`config.mk`:
```
export PLATFORM = sky130hd
export DESIGN_NAME = analog_mux4_scan_ctrl_flat
export DESIGN_NICKNAME = d
export VERILOG_FILES = /design/src/rtl/analog_mux4_scan_ctrl_if.sv /design/src/rtl/analog_mux4_scan_ctrl.sv /design/src/flat_wrapper.sv
export SDC_FILE = /design/constraint.sdc
export NUM_CORES = 1
export LEC_CHECK = 0
export ABC_AREA = 1
export CAP_MARGIN = 20
export CORE_MARGIN = 2
export CORE_UTILIZATION = 50
export CTS_CLUSTER_SIZE = 10
export DETAILED_ROUTE_END_ITERATION = 10
export GPL_ROUTABILITY_DRIVEN = 0
export PLACE_DENSITY = 0.76
export SYNTH_ARGS = -nofsm -noshare
export SYNTH_HDL_FRONTEND = slang
export SYNTH_SLANG_ARGS = --single-unit
```
`constraint.sdc`:
```
create_clock -name clk -period 2.55 [get_ports clk]
set_input_delay 0.51 -clock clk [delete_from_list [all_inputs] [get_ports clk]]
set_output_delay 0.51 -clock clk [all_outputs]
set_load 0.01 [all_outputs]
```
`src/rtl/analog_mux4_scan_ctrl_if.sv`:
```
// Bundle between the scan controller and the core / analog mux / ADC side.
// The controller takes the master view; the surrounding logic takes the slave view.
interface analog_mux4_scan_ctrl_if #(
    parameter int unsigned ADC_W = 10
);
    logic             start;
    logic             enable;
    logic             single;
    logic [3:0]       chan_mask;
    logic [7:0]       settle;
    logic [1:0]       SEL;
    logic             mux_en;
    logic             adc_start;
    logic             adc_done;
    logic [ADC_W-1:0] adc_data;
    logic [1:0]       rd_chan;
    logic [ADC_W-1:0] rd_data;
    logic [3:0]       valid;
    logic             busy;
    logic             done;
    logic             timeout_err;

    modport master (
        input  start, enable, single, chan_mask, settle, adc_done, adc_data, rd_chan,
        output SEL, mux_en, adc_start, rd_data, valid, busy, done, timeout_err
    );

    modport slave (
        output start, enable, single, chan_mask, settle, adc_done, adc_data, rd_chan,
        input  SEL, mux_en, adc_start, rd_data, valid, busy, done, timeout_err
    );
endinterface

```
`src/rtl/analog_mux4_scan_ctrl.sv`:
```
// Scan sequencer for a 4-input analog mux feeding an ADC. Walks the channel mask with
// break-before-make switching, waits a programmable settle time, runs one conversion per
// channel and stores each result in a per-channel register.
module analog_mux4_scan_ctrl #(
    parameter int unsigned ADC_W   = 10,
    parameter int unsigned TIMEOUT = 1024
) (
    input logic                     clk,
    input logic                     reset,
    analog_mux4_scan_ctrl_if.master bus
);

    localparam int unsigned   TW       = $clog2(TIMEOUT + 1);
    localparam logic [TW-1:0] TMO_LAST = TW'(TIMEOUT - 1);

    typedef enum logic [2:0] {StIdle, StBreak, StSettle, StConvert, StNext} state_e;

    state_e           state_q, state_d;
    logic [1:0]       sel_q, sel_d;
    logic             mux_en_q, mux_en_d;
    logic [7:0]       settle_cnt_q, settle_cnt_d;
    // Cycles elapsed since adc_start; zero marks the adc_start cycle itself.
    logic [TW-1:0]    tmo_cnt_q, tmo_cnt_d;
    logic [ADC_W-1:0] result_q [4];
    logic [ADC_W-1:0] result_d [4];
    logic [3:0]       valid_q, valid_d;
    logic             tmo_err_q, tmo_err_d;
    logic             done_q, done_d;

    // Lowest set bit of mask at index >= lo; bit 2 of the result flags a hit.
    function automatic logic [2:0] scan_from(input logic [3:0] mask, input int lo);
        logic [2:0] hit;
        hit = 3'b000;
        for (int i = 3; i >= 0; i--) begin
            if (mask[2'(i)] && (i >= lo)) hit = {1'b1, 2'(i)};
        end
        return hit;
    endfunction

    logic [2:0] first_hit, next_hit;
    assign first_hit = scan_from(bus.chan_mask, 0);
    assign next_hit  = scan_from(bus.chan_mask, int'(sel_q) + 1);

    // Next-state and datapath updates; an abort overrides every non-idle state.
    always_comb begin
        state_d      = state_q;
        sel_d        = sel_q;
        mux_en_d     = mux_en_q;
        settle_cnt_d = settle_cnt_q;
        tmo_cnt_d    = tmo_cnt_q;
        result_d     = result_q;
        valid_d      = valid_q;
        tmo_err_d    = tmo_err_q;
        done_d       = 1'b0;

        if ((state_q != StIdle) && !bus.enable) begin
            state_d  = StIdle;
            mux_en_d = 1'b0;
        end else begin
            unique case (state_q)
                StIdle: begin
                    if (bus.start && bus.enable && (bus.chan_mask != 4'b0000)) begin
                        sel_d     = first_hit[1:0];
                        mux_en_d  = 1'b0;
                        valid_d   = 4'b0000;
                        tmo_err_d = 1'b0;
                        state_d   = StBreak;
                    end
                end
                StBreak: begin
                    settle_cnt_d = (bus.settle == 8'd0) ? 8'd1 : bus.settle;
                    mux_en_d     = 1'b1;
                    state_d      = StSettle;
                end
                StSettle: begin
                    if (settle_cnt_q <= 8'd1) begin
                        tmo_cnt_d = '0;
                        state_d   = StConvert;
                    end else begin
                        settle_cnt_d = settle_cnt_q - 8'd1;
                    end
                end
                StConvert: begin
                    if ((tmo_cnt_q != '0) && bus.adc_done) begin
                        result_d[sel_q] = bus.adc_data;
                        valid_d[sel_q]  = 1'b1;
                        state_d         = StNext;
                    end else if (tmo_cnt_q == TMO_LAST) begin
                        tmo_err_d = 1'b1;
                        state_d   = StNext;
                    end else begin
                        tmo_cnt_d = tmo_cnt_q + TW'(1);
                    end
                end
                StNext: begin
                    if (bus.chan_mask == 4'b0000) begin
                        state_d = StIdle;
                    end else if (next_hit[2]) begin
                        sel_d    = next_hit[1:0];
                        mux_en_d = 1'b0;
                        state_d  = StBreak;
                    end else if (bus.single) begin
                        done_d  = 1'b1;
                        state_d = StIdle;
                    end else begin
                        sel_d    = first_hit[1:0];
                        mux_en_d = 1'b0;
                        state_d  = StBreak;
                    end
                end
                default: state_d = StIdle;
            endcase
        end
    end

    // State and output registers with synchronous reset.
    always_ff @(posedge clk) begin
        if (reset) begin
            state_q      <= StIdle;
            sel_q        <= 2'b00;
            mux_en_q     <= 1'b0;
            settle_cnt_q <= 8'd0;
            tmo_cnt_q    <= '0;
            result_q     <= '{default: '0};
            valid_q      <= 4'b0000;
            tmo_err_q    <= 1'b0;
            done_q       <= 1'b0;
        end else begin
            state_q      <= state_d;
            sel_q        <= sel_d;
            mux_en_q     <= mux_en_d;
            settle_cnt_q <= settle_cnt_d;
            tmo_cnt_q    <= tmo_cnt_d;
            result_q     <= result_d;
            valid_q      <= valid_d;
            tmo_err_q    <= tmo_err_d;
            done_q       <= done_d;
        end
    end

    assign bus.SEL         = sel_q;
    assign bus.mux_en      = mux_en_q;
    assign bus.adc_start   = (state_q == StConvert) && (tmo_cnt_q == '0);
    assign bus.rd_data     = result_q[bus.rd_chan];
    assign bus.valid       = valid_q;
    assign bus.busy        = (state_q != StIdle);
    assign bus.done        = done_q;
    assign bus.timeout_err = tmo_err_q;

endmodule

```
`src/flat_wrapper.sv`:
```
// flat-port wrapper written by rule: the top's interface ports become plain ports
module analog_mux4_scan_ctrl_flat 
#(
    parameter int unsigned ADC_W   = 10,
    parameter int unsigned TIMEOUT = 1024
)
  (clk, reset, bus_start, bus_enable, bus_single, bus_chan_mask, bus_settle, bus_adc_done, bus_adc_data, bus_rd_chan, bus_SEL, bus_mux_en, bus_adc_start, bus_rd_data, bus_valid, bus_busy, bus_done, bus_timeout_err);
  analog_mux4_scan_ctrl_if #(.ADC_W(ADC_W)) bus_i ();
  input logic clk;
  input logic reset;
  input wire logic [$bits(bus_i.start)-1:0] bus_start;
  input wire logic [$bits(bus_i.enable)-1:0] bus_enable;
  input wire logic [$bits(bus_i.single)-1:0] bus_single;
  input wire logic [$bits(bus_i.chan_mask)-1:0] bus_chan_mask;
  input wire logic [$bits(bus_i.settle)-1:0] bus_settle;
  input wire logic [$bits(bus_i.adc_done)-1:0] bus_adc_done;
  input wire logic [$bits(bus_i.adc_data)-1:0] bus_adc_data;
  input wire logic [$bits(bus_i.rd_chan)-1:0] bus_rd_chan;
  output wire logic [$bits(bus_i.SEL)-1:0] bus_SEL;
  output wire logic [$bits(bus_i.mux_en)-1:0] bus_mux_en;
  output wire logic [$bits(bus_i.adc_start)-1:0] bus_adc_start;
  output wire logic [$bits(bus_i.rd_data)-1:0] bus_rd_data;
  output wire logic [$bits(bus_i.valid)-1:0] bus_valid;
  output wire logic [$bits(bus_i.busy)-1:0] bus_busy;
  output wire logic [$bits(bus_i.done)-1:0] bus_done;
  output wire logic [$bits(bus_i.timeout_err)-1:0] bus_timeout_err;
  assign bus_i.start = bus_start;
  assign bus_i.enable = bus_enable;
  assign bus_i.single = bus_single;
  assign bus_i.chan_mask = bus_chan_mask;
  assign bus_i.settle = bus_settle;
  assign bus_i.adc_done = bus_adc_done;
  assign bus_i.adc_data = bus_adc_data;
  assign bus_i.rd_chan = bus_rd_chan;
  assign bus_SEL = bus_i.SEL;
  assign bus_mux_en = bus_i.mux_en;
  assign bus_adc_start = bus_i.adc_start;
  assign bus_rd_data = bus_i.rd_data;
  assign bus_valid = bus_i.valid;
  assign bus_busy = bus_i.busy;
  assign bus_done = bus_i.done;
  assign bus_timeout_err = bus_i.timeout_err;
  analog_mux4_scan_ctrl #(.ADC_W(ADC_W), .TIMEOUT(TIMEOUT)) u_core (.clk(clk), .reset(reset), .bus(bus_i));
endmodule
```
# Word level (Yosys, flattened, before mapping)
# Cells that the tools add are included.
[word_totals]
ff_bits = 71
latch_bits = 0
ram_bits = 0
romBits = 0
in_bits = 30
elab_cells = 119
n_memories = 0
[op_classes]
n_addsub = 3
mul = 0
div_mod_pow = 0
n_lt_le_gt_ge = 8
eq_ne = 15
shifts = 0
muxes = 44
bitwise = 5
n_reduce_logical = 32
[op_table]
columns = ["operator", "n"]
rows = [
  ["40-bit bitwise mux", 1],
  ["11-bit two-way mux", 3],
  ["1-bit by 32-bit greater-or-equal comparator with 1-bit output, first input constant", 1],
  ["2-bit by 32-bit greater-or-equal comparator with 1-bit output, first input constant", 1],
  ["10-bit two-way mux", 3],
  ["3-bit two-way mux", 8],
  ["11-bit case mux with 2 select lines", 1],
  ["10-bit binary-select mux with 2-bit select", 1],
  ["10-bit demux with 2-bit select", 1],
  ["8-bit two-way mux", 2],
  ["8-bit case mux with 2 select lines", 1],
  ["3-bit case mux with 5 select lines", 1],
  ["5-bit AND reduction", 3],
  ["2-bit two-way mux", 6],
  ["11-bit by 1-bit adder with 11-bit output, second input constant", 1],
  ["11-bit by 10-bit equality test with 1-bit output, second input constant", 1],
  ["11-bit logical NOT", 1],
  ["11-bit nonzero test", 1],
  ["1-bit logical AND", 9],
  ["1-bit two-way mux", 9],
  ["3-bit AND reduction", 3],
  ["8-bit by 1-bit less-or-equal comparator with 1-bit output, second input constant", 1],
  ["8-bit logical NOT", 1],
  ["4-bit two-way mux", 2],
  ["30 further kinds", 45],
]

# Depth between registers and ports, before layout
[depth]
word_depth = 8
ltp_mapped = 13

# Worst setup path after synthesis
# OpenSTA, ideal clock, no wires.
[synth_path]
path_type = "input port to output port"
start = "input bus_rd_chan[0]"
end = "output bus_rd_data[0]"
arrival_ns = 1.141
required_ns = 2.040
setup_slack_ns = 0.899
cell_stages = 3
cell_sequence = "clkbuf_1 > nor2_1 > a211oi_1"
[synth_via]
elab_chain_cells = 4
[synth_lines]
columns = ["item", "line", "text"]
rows = [
  ["start, declared", "flat_wrapper.sv:18", "input wire logic [$bits(bus_i.rd_chan)-1:0] bus_rd_chan;"],
  ["2-bit inverter with 3-bit output (not written as such)", "analog_mux4_scan_ctrl.sv:144", "assign bus.rd_data = result_q[bus.rd_chan];"],
  ["10-bit binary-select mux with 2-bit select", "analog_mux4_scan_ctrl.sv:144", ""],
  ["10-bit two-way mux (not written as such) (2 in a row)", "analog_mux4_scan_ctrl.sv:144", ""],
  ["end, declared", "flat_wrapper.sv:22", "output wire logic [$bits(bus_i.rd_data)-1:0] bus_rd_data;"],
]
# Every way passes these cells. The select of a mux whose other input is x is not followed.

# Worst setup path after layout
[layout_path]
start = "input bus_rd_chan[0]"
end = "output bus_rd_data[7]"
# Same word-level chain as after synthesis.

==> flow_summary.ini <==
[finish]
num-nets-final = 554
areaGrowthSynthToFinish_pct = 22.63
layout-drive-gt1-share = 0.07707
diodes = 0
fin_util = 0.6351

[worst_setup_path]
cpMostUsedCell = clkdlybuf4s50_1
cp.arrival_ns = 1.98
worst_path_largest_cell_delay_ns = 0.58
cp.required_ns = 2.04
crit_family = buffers and inverters
path_max_fanout = 20
end_kind = output pin
worstPathBufferInverterCount = 3
path_cells = clkdlybuf4s50_1 -> buf_12 -> nor2_1 -> a211oi_1 -> clkdlybuf4s50_1
slowest_stage = clkdlybuf4s50_1
startpoint_type = input port
crit_type = in2out

[pwr]
vdd_drop_max_mv = 0.4872
power_w = 0.002723
p_per_area_mw_per_mm2 = 773.9
leakage_nw = 1.680

[sta]
worst_slack_ns = 0.05558
hold_viol = 0
setup_viol = 0
timing.final.crit_share = 0.9782
finalSetupTns_ns = 0
period_needed_ns = 2.494
skew_ns = 0.008568
fmax_mhz = 400.9
finalMaxSlewViolations = 0
grt_setup_unrepaired = false

[clock_tree]
cts_hold_buffers = 0
cts_tree = built
clkSinkCount = 48
cts_resized = 0
root_buffer = clkbuf_8
cts_buffers = 5
cts.path.max_buffers = 2
htree_levels = 2
clk_pin_slew_worst_paths_ns = 0.08
post_cts_buffers = 0
clock_latency_ns = 0.30

[yosys]
synth_cells = 474
avgSynthCellArea_sq_um = 6.053
synth_area_sq_mm = 0.002869
ys_ff_latch = 48
yosys.cell_types.count = 37
yosysTopAreaCell = dfxtp_1
synthTopCellsByArea = dfxtp_1 33%, nand2_1 16%, nor2_1 14%
synth_seq_area_share = 0.3349
yosys_warnings = 0
synth_top_area_frac = 0.3349

[route]
drc = 0
first_iter_violations = 163
wl_met2_microns = 3005
vias = 2923
highest_layer = met4
final_antenna_net_count = 0
dr.pass1.iters = 4
vias_per_cell = 4.946
wl_met3_microns = 259
wl_met1_microns = 3099
wl_per_cell_microns = 10.86
drt_wl_total_microns = 6417

[global_routing]
grt_overflow_total = 0
grt_pass1_vias = 2507
grt_pass1_wl_microns = 10720
grt_start_max_net_pins = 21
grt_antenna_before_repair = 0
grt.total_usage = 0.2089

[placement]
io_buffer_count = 47
pre_cts_slack_ns = 0.05749
dp_hpwl_microns = 4790

[hold_path]
hp-class = reg2reg

[floorplanning]
dieHeight_microns = 79.75
die_x_microns = 79.75
die-area_sq_mm = 0.006360
floorplan.rows = 27
num_io_pins = 51
initial_core_util = 0.5178
fp.coreArea_sq_mm = 0.005540

[status]
status = complete, no violations

[run]
cap_violations = 0
kinds of logic after synthesis:
kind of cell,count (synthesis),share of synthesized area
other,1,0.001307
DFF,48,0.3349
xor gates and xnor gates,1,0.003053
adders and majority gates,4,0.01745
AOI/OAI and AO/OA,45,0.09333
and+or+nand+nor,292,0.4304
buffers and inverters,83,0.1195
cells in the final DEF, fill, tap and decap left out, types with 3 or more instances in the layout:
master | netlist | routed
o21ai_0 | 7 | 7
inv_1 | 52 | 52
a21oi_1 | 15 | 15
nand3_1 | 31 | 31
inv_2 | 10 | 10
clkbuf_8 | 0 | 5
nor2_2 | 5 | 5
buf_4 | 6 | 6
nand4_1 | 4 | 4
nand2_1 | 125 | 125
nor2_1 | 106 | 106
clkdlybuf4s50_1 | 0 | 43
nand2_2 | 4 | 4
conb_1 | 1 | 3
nand3b_1 | 3 | 3
a211oi_1 | 11 | 11
clkinv_1 | 3 | 3
nor3_1 | 5 | 5
o21ai_1 | 5 | 5
ha_1 | 4 | 4
dfxtp_1 | 48 | 48
dlymetal6s2s_1 | 0 | 4
cell usage after synthesis, drive strengths merged:
master    n
a211oi   11
a21boi    1
a21oi    16
a31oi     1
buf      12
clkbuf    5
clkinv    3
conb      1
dfxtp    48
ha        4
inv      63
nand2   130
nand3    33
nand3b    3
nand4     4
nor2    112
nor3      5
nor3b     2
o21ai    12
o21bai    1
o22ai     2
o31ai     1
or2       3
xor2      1
state kept, by name, indices dropped and copies added, names as in the netlist:
name	cells
u_core.result_q	20
u_core.state_q	3
u_core.bus.SEL	1
u_core.bus.timeout_err	1
u_core.bus.mux_en	1
u_core.bus.valid	2
u_core.tmo_cnt_q	11
u_core.settle_cnt_q	8
u_core.bus.done	1
per-stage QoR:
stage / area (sq um) / hold WS, ns / std cells
after floorplan: 2877 / 0.4388 / 476
after global placement: 3410 / 0.4507 / 585
after detailed placement: 3410 / 0.4550 / 585
after CTS: 3508 / 0.4707 / 591
after global routing: 3518 / 0.4918 / 591
final: 3518 / 0.4665 / 591
metal layers:
| layer | vias up | GRT usage |
|---|---|---|
| li1 | 1552 | - |
| met1 | 1300 | 0.2784 |
| met2 | 65 | 0.3454 |
| met3 | 6 | 0.02941 |
| met4 | 0 | 0.07458 |
| met5 | - | 0 |
worst paths after layout:
check / startpoint / endpoint / slack (ns) / cells past startpoint
max: bus_rd_chan[0] / bus_rd_data[7] / 0.06 / 5
max reg2reg: u_core.state_q[1] / u_core.tmo_cnt_q[9] / 0.77 / 10
min: u_core.bus.valid[1] / u_core.bus.valid[1] / 0.47 / 2
min reg2reg: u_core.bus.valid[1] / u_core.bus.valid[1] / 0.47 / 2
worst register-to-register path: stages (launching register included):
cell	delay (ns)
dfxtp_1	0.41
inv_2	0.07
nor2_4	0.10
nand2_1	0.10
buf_4	0.20
inv_2	0.15
nand3_2	0.24
nand3_4	0.22
inv_2	0.07
nor2_1	0.09
nor2_1	0.04
layout make-up:
class	count	area, sq um
Fill cell	525	2022
Multi-Input combinational cell	345	1573
Sequential cell	48	960.9
Timing Repair Buffer	54	545.5
Inverter	66	250.2
Tap cell	72	90.09
Clock buffer	5	68.82
Clock inverter	1	30.03
report_power, final:
part | leakage [nW] | internal (W) | switching, W
Combinational | 1.24 | 0.000470 | 0.000771
Clock | 0.0501 | 0.000282 | 0.000242
Sequential | 0.389 | 0.000852 | 0.000106
Total | 1.68 | 0.00160 | 0.00112
Power figures use the tool's default switching activity.
